**src/rtl/pes_pkg.sv**
```systemverilog
// Shared types and constants for the pes_add operand feeder.
// Slot k of an operand set is a(k/2) for even k and b(k/2) for odd k.
package pes_pkg;

  localparam int DATA_W = 8;
  localparam int SLOTS  = 8;
  localparam int SLOT_W = 3;

  typedef logic [DATA_W-1:0] operand_t;
  typedef operand_t [SLOTS-1:0] opset_t;

  localparam logic [SLOT_W-1:0] SLOT_A0 = 3'd0;
  localparam logic [SLOT_W-1:0] SLOT_B0 = 3'd1;
  localparam logic [SLOT_W-1:0] SLOT_A1 = 3'd2;
  localparam logic [SLOT_W-1:0] SLOT_B1 = 3'd3;
  localparam logic [SLOT_W-1:0] SLOT_A2 = 3'd4;
  localparam logic [SLOT_W-1:0] SLOT_B2 = 3'd5;
  localparam logic [SLOT_W-1:0] SLOT_A3 = 3'd6;
  localparam logic [SLOT_W-1:0] SLOT_B3 = 3'd7;

endpackage

```
**src/rtl/pes_operand_loader_if.sv**
```systemverilog
// Byte-in / operand-set-out bus of the operand loader.
// The master side feeds bytes and consumes sets; the slave side is the loader.
interface pes_operand_loader_if #(
  parameter int DROP_W = 8
);
  import pes_pkg::*;

  operand_t            in_data;
  logic                in_valid;
  logic                in_sof;
  logic                in_ready;
  operand_t            a0, a1, a2, a3;
  operand_t            b0, b1, b2, b3;
  logic                out_valid;
  logic                out_ready;
  logic [DROP_W-1:0]   drop_cnt;

  modport master (
    output in_data, in_valid, in_sof, out_ready,
    input  in_ready, a0, a1, a2, a3, b0, b1, b2, b3, out_valid, drop_cnt
  );

  modport slave (
    input  in_data, in_valid, in_sof, out_ready,
    output in_ready, a0, a1, a2, a3, b0, b1, b2, b3, out_valid, drop_cnt
  );

endinterface

```
**src/rtl/pes_operand_bank.sv**
```systemverilog
// Eight-entry operand register file: one indexed write port, full parallel read-out.
module pes_operand_bank
  import pes_pkg::*;
(
  input  logic              clk,
  input  logic              rst,
  input  logic              we,
  input  logic [SLOT_W-1:0] widx,
  input  operand_t          wdata,
  output opset_t            rdata
);

  opset_t mem;

  always_ff @(posedge clk) begin
    if (rst) begin
      mem <= '0;
    end else if (we) begin
      mem[widx] <= wdata;
    end
  end

  assign rdata = mem;

endmodule

```
**src/rtl/pes_operand_loader.sv**
```systemverilog
// Collects a byte stream into ping-pong operand sets and presents one set at a time
// to the combinational adder tree with a valid/ready handshake.
module pes_operand_loader
  import pes_pkg::*;
#(
  parameter int DROP_W = 8
) (
  input  logic                  clk,
  input  logic                  rst,
  pes_operand_loader_if.slave   bus
);

  function automatic logic [DROP_W-1:0] sat_inc(input logic [DROP_W-1:0] v);
    return (&v) ? v : v + 1'b1;
  endfunction

  logic [1:0]        full;
  logic              wr_bank;
  logic              rd_bank;
  logic [SLOT_W-1:0] slot;
  logic [DROP_W-1:0] drop_cnt_q;

  logic              accept;
  logic              complete;
  logic              rel_set;
  logic [SLOT_W-1:0] widx;
  logic [1:0]        set_m;
  logic [1:0]        clr_m;
  opset_t            rd0, rd1, cur;

  assign accept   = bus.in_valid && !full[wr_bank];
  // A start-of-frame byte always lands in slot 0, so it can never complete a set.
  assign widx     = bus.in_sof ? SLOT_A0 : slot;
  assign complete = accept && !bus.in_sof && (slot == SLOT_B3);
  assign rel_set  = full[rd_bank] && bus.out_ready;

  always_comb begin
    set_m = 2'b00;
    clr_m = 2'b00;
    if (complete) set_m[wr_bank] = 1'b1;
    if (rel_set)  clr_m[rd_bank] = 1'b1;
  end

  always_ff @(posedge clk) begin
    if (rst) begin
      full       <= 2'b00;
      wr_bank    <= 1'b0;
      rd_bank    <= 1'b0;
      slot       <= '0;
      drop_cnt_q <= '0;
    end else begin
      full <= (full & ~clr_m) | set_m;
      if (rel_set) rd_bank <= ~rd_bank;
      if (accept) begin
        if (bus.in_sof) begin
          slot <= SLOT_B0;
          if (slot != SLOT_A0) drop_cnt_q <= sat_inc(drop_cnt_q);
        end else if (complete) begin
          slot    <= SLOT_A0;
          wr_bank <= ~wr_bank;
        end else begin
          slot <= slot + 3'd1;
        end
      end
    end
  end

  pes_operand_bank u_bank0 (
    .clk   (clk),
    .rst   (rst),
    .we    (accept && !wr_bank),
    .widx  (widx),
    .wdata (bus.in_data),
    .rdata (rd0)
  );

  pes_operand_bank u_bank1 (
    .clk   (clk),
    .rst   (rst),
    .we    (accept && wr_bank),
    .widx  (widx),
    .wdata (bus.in_data),
    .rdata (rd1)
  );

  assign cur = rd_bank ? rd1 : rd0;

  assign bus.in_ready  = !full[wr_bank];
  assign bus.out_valid = full[rd_bank];
  assign bus.drop_cnt  = drop_cnt_q;
  assign bus.a0        = cur[SLOT_A0];
  assign bus.b0        = cur[SLOT_B0];
  assign bus.a1        = cur[SLOT_A1];
  assign bus.b1        = cur[SLOT_B1];
  assign bus.a2        = cur[SLOT_A2];
  assign bus.b2        = cur[SLOT_B2];
  assign bus.a3        = cur[SLOT_A3];
  assign bus.b3        = cur[SLOT_B3];

endmodule

```
**src/flat_wrapper.sv**
```systemverilog
// flat-port wrapper written by rule: the top's interface ports become plain ports
module pes_operand_loader_flat import pes_pkg::*;
#(
  parameter int DROP_W = 8
)
  (clk, rst, bus_in_data, bus_in_valid, bus_in_sof, bus_out_ready, bus_in_ready, bus_a0, bus_a1, bus_a2, bus_a3, bus_b0, bus_b1, bus_b2, bus_b3, bus_out_valid, bus_drop_cnt);
  pes_operand_loader_if #(.DROP_W(DROP_W)) bus_i ();
  input  logic clk;
  input  logic rst;
  input wire logic [$bits(bus_i.in_data)-1:0] bus_in_data;
  input wire logic [$bits(bus_i.in_valid)-1:0] bus_in_valid;
  input wire logic [$bits(bus_i.in_sof)-1:0] bus_in_sof;
  input wire logic [$bits(bus_i.out_ready)-1:0] bus_out_ready;
  output wire logic [$bits(bus_i.in_ready)-1:0] bus_in_ready;
  output wire logic [$bits(bus_i.a0)-1:0] bus_a0;
  output wire logic [$bits(bus_i.a1)-1:0] bus_a1;
  output wire logic [$bits(bus_i.a2)-1:0] bus_a2;
  output wire logic [$bits(bus_i.a3)-1:0] bus_a3;
  output wire logic [$bits(bus_i.b0)-1:0] bus_b0;
  output wire logic [$bits(bus_i.b1)-1:0] bus_b1;
  output wire logic [$bits(bus_i.b2)-1:0] bus_b2;
  output wire logic [$bits(bus_i.b3)-1:0] bus_b3;
  output wire logic [$bits(bus_i.out_valid)-1:0] bus_out_valid;
  output wire logic [$bits(bus_i.drop_cnt)-1:0] bus_drop_cnt;
  assign bus_i.in_data = bus_in_data;
  assign bus_i.in_valid = bus_in_valid;
  assign bus_i.in_sof = bus_in_sof;
  assign bus_i.out_ready = bus_out_ready;
  assign bus_in_ready = bus_i.in_ready;
  assign bus_a0 = bus_i.a0;
  assign bus_a1 = bus_i.a1;
  assign bus_a2 = bus_i.a2;
  assign bus_a3 = bus_i.a3;
  assign bus_b0 = bus_i.b0;
  assign bus_b1 = bus_i.b1;
  assign bus_b2 = bus_i.b2;
  assign bus_b3 = bus_i.b3;
  assign bus_out_valid = bus_i.out_valid;
  assign bus_drop_cnt = bus_i.drop_cnt;
  pes_operand_loader #(.DROP_W(DROP_W)) u_core (.clk(clk), .rst(rst), .bus(bus_i));
endmodule
```
**config.mk**
```make
export PLATFORM = sky130hd
export DESIGN_NAME = pes_operand_loader_flat
export DESIGN_NICKNAME = d
export VERILOG_FILES = /design/src/rtl/pes_pkg.sv /design/src/rtl/pes_operand_loader_if.sv /design/src/rtl/pes_operand_bank.sv /design/src/rtl/pes_operand_loader.sv /design/src/flat_wrapper.sv
export SDC_FILE = /design/constraint.sdc
export NUM_CORES = 1
export LEC_CHECK = 0
export ABC_AREA = 1
export BUFFER_PORTS_ARGS = -buffer_cell sky130_fd_sc_hd__buf_2
export CORE_MARGIN = 2
export CORE_UTILIZATION = 45
export CTS_CLUSTER_SIZE = 24
export DETAILED_ROUTE_END_ITERATION = 6
export PLACE_DENSITY = 0.75
export SLEW_MARGIN = 20
export SYNTH_ARGS = -nofsm -noshare
export SYNTH_HDL_FRONTEND = slang
export SYNTH_SLANG_ARGS = --single-unit
```
**constraint.sdc**
```tcl
create_clock -name clk -period 4.7 [get_ports clk]
set_input_delay 0.235 -clock clk [delete_from_list [all_inputs] [get_ports clk]]
set_output_delay 0.235 -clock clk [all_outputs]
set_load 0.005 [all_outputs]
```
# After elaboration in Yosys (flattened, before gate mapping)
# Cells that the tools add are included.
# Widths: inputs -> output; s select.
# classes
n_bitwise	7
n_shift	0
n_reduce_logical	16
eq_ne	1
addsub	2
n_div	0
n_mul	0
n_mux	18
order_cmp	6
# ops
cell	n
$bwmux 64	2
$mux 64	1
$demux 8 s3	1
$logic_and 1x1->1	9
$mux 3	3
$add 8x1->8 const B	1
$mux 8	1
$reduce_and 8->1	1
$mux 1	6
$lt 1x2->1 const B	2
$lt 3x4->1 const B	1
$mux 2	2
$not 1->1	4
$reduce_and 4->1	1
$add 3x1->3 const B	1
$eq 3x3->1 const B	1
$ge 3x1->1 const B	1
$logic_not 1->1	3
$reduce_and 3->1	1
$reduce_bool 3->1	1
$and 2x2->2	1
$demux 1 s1	2
$ge 1x1->1 const B	2
$not 2->2	1
$or 2x2->2	1
# totals
romBits	0
regBits	143
mem_bits_rw	0
latchBits	0
output_inout_bits	74
memories	0
input_bits	13

# Logic depth before layout (Yosys ltp)
# logic_depth
ltp_word	8
mapped_depth	9

# By module
# Synthesis repeated with hierarchy kept, for this count alone.
# hier_totals
cells_unflattened	1076
area_unflattened_um2	6816.5
# modules_own_cells
mod	cells_each	seq_area_each_um2	instances	area_per_inst_um2
pes_operand_bank	368	1281.2	2	2575.0
pes_operand_loader	340	300.3	1	1666.6

# Worst setup path before layout
# Ideal clock, no wire load.
# synth_path
kind	register -> register
startpoint	register u_core.slot[0]
endpoint	register u_core.drop_cnt_q[1], in the netlist u_core.bus.drop_cnt[1]
period_less_slack_ps	1767
setup_time_ps	116
path_buffers	0
arrival_time_ps	1651
path_slack_ps	2933
required_time_ps	4584
path_stages_with_launch	9
cell_sequence	dfxtp_1 > inv_6 > ha_1 > nand2_1 > nand2_1 > nor2_1 > nand2_1 > o21ai_0 > nor2_1
# synth_between
elab_chain_len	2
# synth_lines
item	line_no	rtl
from (decl)	pes_operand_loader.sv:20	logic [SLOT_W-1:0] slot;
from (signal assigned)	pes_operand_loader.sv:62	slot <= slot + 3'd1;
$reduce_bool 3->1	pes_operand_loader.sv:57	if (slot != SLOT_A0) drop_cnt_q <= sat_inc(drop_cnt_q);
$reduce_and 4->1 (no line)	--	
to (signal assigned)	pes_operand_loader.sv:57	
to (decl)	pes_operand_loader.sv:21	logic [DROP_W-1:0] drop_cnt_q;
# Every way passes these cells.
# A chain may end at the register's enable or synchronous reset.

# Final worst setup path
# layout_path
startpoint	register u_core.rd_bank
endpoint	output bus_b2[5]
# layout_between
elab_chain_len	1
# layout_lines
item	line_no	rtl
from (decl)	pes_operand_loader.sv:19	logic rd_bank;
from (signal assigned)	pes_operand_loader.sv:53	if (rel_set) rd_bank <= ~rd_bank;
$mux 64	pes_operand_loader.sv:86	assign cur = rd_bank ? rd1 : rd0;
to (decl)	flat_wrapper.sv:21	output wire logic [$bits(bus_i.b2)-1:0] bus_b2;
# Every way passes these cells.

==> metrics.md <==
| Metric | Value |
|---|---|
| First-pass detailed-route iteration total | 6 |
| Met1 usage in global routing | 0.301 |
| Peak clock frequency supported by timing | 489 MHz |
| Worst slew margin relative to its limit | 0.485 |
| Total of cells resized after clock tree synthesis | 0 |
| Num Clock Sinks | 143 |
| CTS tree | built |
| Share of post-route cells with drive strength above 1 | 0.159 |
| Yosys cell types | 23 |
| Setup repair after global routing missed its margin | false |
| Kind of critical path | flop to output port |
| Initial antenna violation count | 0 |
| Count of warnings emitted by yosys | 0 |
| Core outline area | 0.0137 mm2 |
| Endpoints failing hold | 0 |
| Crit path max fanout | 68 |
| Number of vias in the routed layout | 5915 |
| Tightest Hold Check Type | input port to flop |
| Tmin final | 2.04 ns |
| Final period util | 0.435 |
| Arr. time, crit path | 1.81 ns |
| Vias in the first global route | 5277 |
| Number of I/O pins | 87 |
| Endpoint class of the critical path | output port |
| Global Route met3 Usage | 0.0543 |
| Maximum VDD drop | 238 uV |
| Placement row count | 43 |
| Commonest non-fill, non-tap cell in the layout | sky130_fd_sc_hd__nor2_1 |
| Max-cap viol count | 0 |
| Power density over the cells | 373 mW/mm2 |
| Max-slew violation count | 0 |
| Leakage power total | 3.61 nW |
| Cells after synthesis | 917 |
| Total placed cells including tap cells | 1147 |
| Mapped Nets | 934 |
| Synthesized area | 0.00624 mm2 |
| Height of the die | 122 um |
| Most frequent cells in the layout | 273 x sky130_fd_sc_hd__nor2_1, 244 x sky130_fd_sc_hd__nand2_1, 142 x sky130_fd_sc_hd__dfxtp_1, 133 x sky130_fd_sc_hd__o21ai_0, 86 x sky130_fd_sc_hd__buf_2 |
| Transition time at the pin with the least slew margin | 0.773 ns |
| Overall Global Routing Usage | 0.225 |
| FF+latch count, synth | 143 |
| Post CTS Setup Buffer Count | 0 |
| Antenna diodes | 0 |
| Source-to-sink clock delay at the later pin of the worst-skew pair | 0.42 ns |
| Number of DRC markers after the initial detailed-route iteration | 513 |
| Maximum number of pins on one net before global-route repair | 77 |
| Setup Skew | 0.00525 ns |
| Critical path data required time | 4.47 ns |
| Status | complete, no violations |
| Nets | 1003 |
| Area growth, synth to finish | 18.5% |
| Number of levels the H-tree was split into | 4 |
| Sequential share of the synthesized area | 0.459 |
| Setup TNS | 0 ns |
| Antenna-violating nets left | 0 |
| Met2 demand-to-capacity share in global routing | 0.360 |
| Initial Utilization | 0.455 |
| Port Buffers | 86 |
| HPWL after detailed placement | 9.59 mm |
| Number of standard cells in the layout, taps in and fillers out | 1179 |
| Die ar. | 0.0148 mm2 |
| CTS root buffer | sky130_fd_sc_hd__clkbuf_16 |
| Filler Cell Count | 1355 |
| Number of buffers on the longest clock path | 2 |
| Routed length per instance | 13.6 um |
| Routability-driven placement congestion ratio | 0.873 |
| Highest-utilization routing layer at the global route stage | met2 |
| Floorplan die width | 122 um |
| Global-route wire length before repair | 26.3 mm |
| Hold-fix buffers at CTS | 0 |
| Average vias per placed instance | 5.02 |
| Overall overflow remaining after global route | 0 |
| Clock transition at the register clock pins on the worst setup and hold paths after CTS | 0.06 ns |
| Num CTS Buffers | 17 |
| Number of remaining DRC errors | 0 |
| Mean area per synthesized cell | 6.80 um2 |
| Sum of routed wire length over all layers | 16.0 mm |
| Final setup violation count | 0 |
| Kind of start point of the critical path | flop |
state kept, by name, summed over array words and instances (netlist names):
signal / cells
u_core.wr_bank: 1
u_core.full: 2
u_core.u_bank0.rdata: 64
u_core.slot: 3
u_core.u_bank1.rdata: 64
u_core.bus.drop_cnt: 8
u_core.rd_bank: 1
power breakdown:
group | total (W) | internal (W) | leakage [nW] | switching [W]
sequential | 0.00123 | 0.00122 | 1.16 | 0.00000948
combinational | 0.000116 | 0.0000320 | 2.16 | 0.0000844
clock | 0.00141 | 0.000885 | 0.299 | 0.000522
total | 0.00276 | 0.00214 | 3.61 | 0.000616
routing by layer:
layer | vias to the layer above | wire (um) | share of wire
met1 | 2667 | 7470 | 0.47
met4 | 0 | 184 | 0.011
met5 | - | 0 | 0
li1 | 3036 | - | -
met3 | 13 | 967 | 0.060
met2 | 199 | 7400 | 0.46
final cells by class:
class,count,area [um2],area share
clock buffers,17,425,0.0575
clock inverters,15,194,0.0262
inverters,35,145,0.0196
multi-input cells,701,3090,0.418
flip-flops and latches,143,2860,0.387
well taps,180,225,0.0305
repair buffers,88,445,0.0603
synth_stat cells (all sizes together):
master | count | area, um2
clkinv | 4 | 20.0
nand3 | 10 | 75.1
ha | 4 | 50.1
a21oi | 12 | 60.1
nor2 | 279 | 1110
dfxtp | 143 | 2860
nor3 | 9 | 135
nand2 | 246 | 938
o21ai | 137 | 689
clkbuf | 38 | 143
nand3b | 3 | 22.5
xor2 | 1 | 8.76
inv | 31 | 121
worst paths after layout:
| path | startpoint | to | slack [ns] | depth (start not counted) |
|---|---|---|---|---|
| setup / recovery | u_core.rd_bank$_SDFFE_PP0N_ | bus_b2[5] | 2.66 | 4 |
| setup reg to reg | u_core.slot[0]$_SDFFE_PP0N_ | u_core.bus.drop_cnt[1]$_SDFFE_PP0P_ | 2.72 | 8 |
| hold reg to reg | u_core.u_bank0.rdata[18]$_SDFFE_PP0P_ | u_core.u_bank0.rdata[18]$_SDFFE_PP0P_ | 0.48 | 2 |
| hold / removal | bus_out_ready | u_core.rd_bank$_SDFFE_PP0N_ | 0.08 | 3 |
cells by family after synthesis:
logic type	count (synthesis)	synth area share
buffers and inverters	73	0.0455
AO/OA/AOI/OAI	149	0.120
XOR/XNOR	1	0.00140
flip-flops	143	0.459
AND/OR/NAND/NOR	547	0.366
adder cells (fa/ha/maj)	4	0.00802
metrics by stage:
| step | instance area, um2 | hold slack (ns) | utilization | setup WS [ns] | total power (W) |
|---|---|---|---|---|---|
| 2_1_floorplan | 6240 | 0.370 | - | 2.93 | 0.00133 |
| 3_3_place_gp | 6770 | 0.462 | 0.493 | 2.73 | 0.00137 |
| 3_5_place_dp | 6770 | 0.472 | 0.494 | 2.72 | 0.00138 |
| 4_1_cts | 7390 | 0.0692 | 0.539 | 2.65 | 0.00278 |
| 5_1_grt | 7390 | 0.0721 | 0.539 | 2.51 | 0.00284 |
| 6_report | 7390 | 0.0818 | 0.539 | 2.66 | 0.00276 |
critical path: stages, from the launching register on:
cell,delay [ns]
sky130_fd_sc_hd__dfxtp_2,0.35
sky130_fd_sc_hd__buf_4,0.61
sky130_fd_sc_hd__nand2_1,0.16
sky130_fd_sc_hd__nand2_1,0.11
sky130_fd_sc_hd__buf_2,0.11
(Power assumes the default switching activity.)
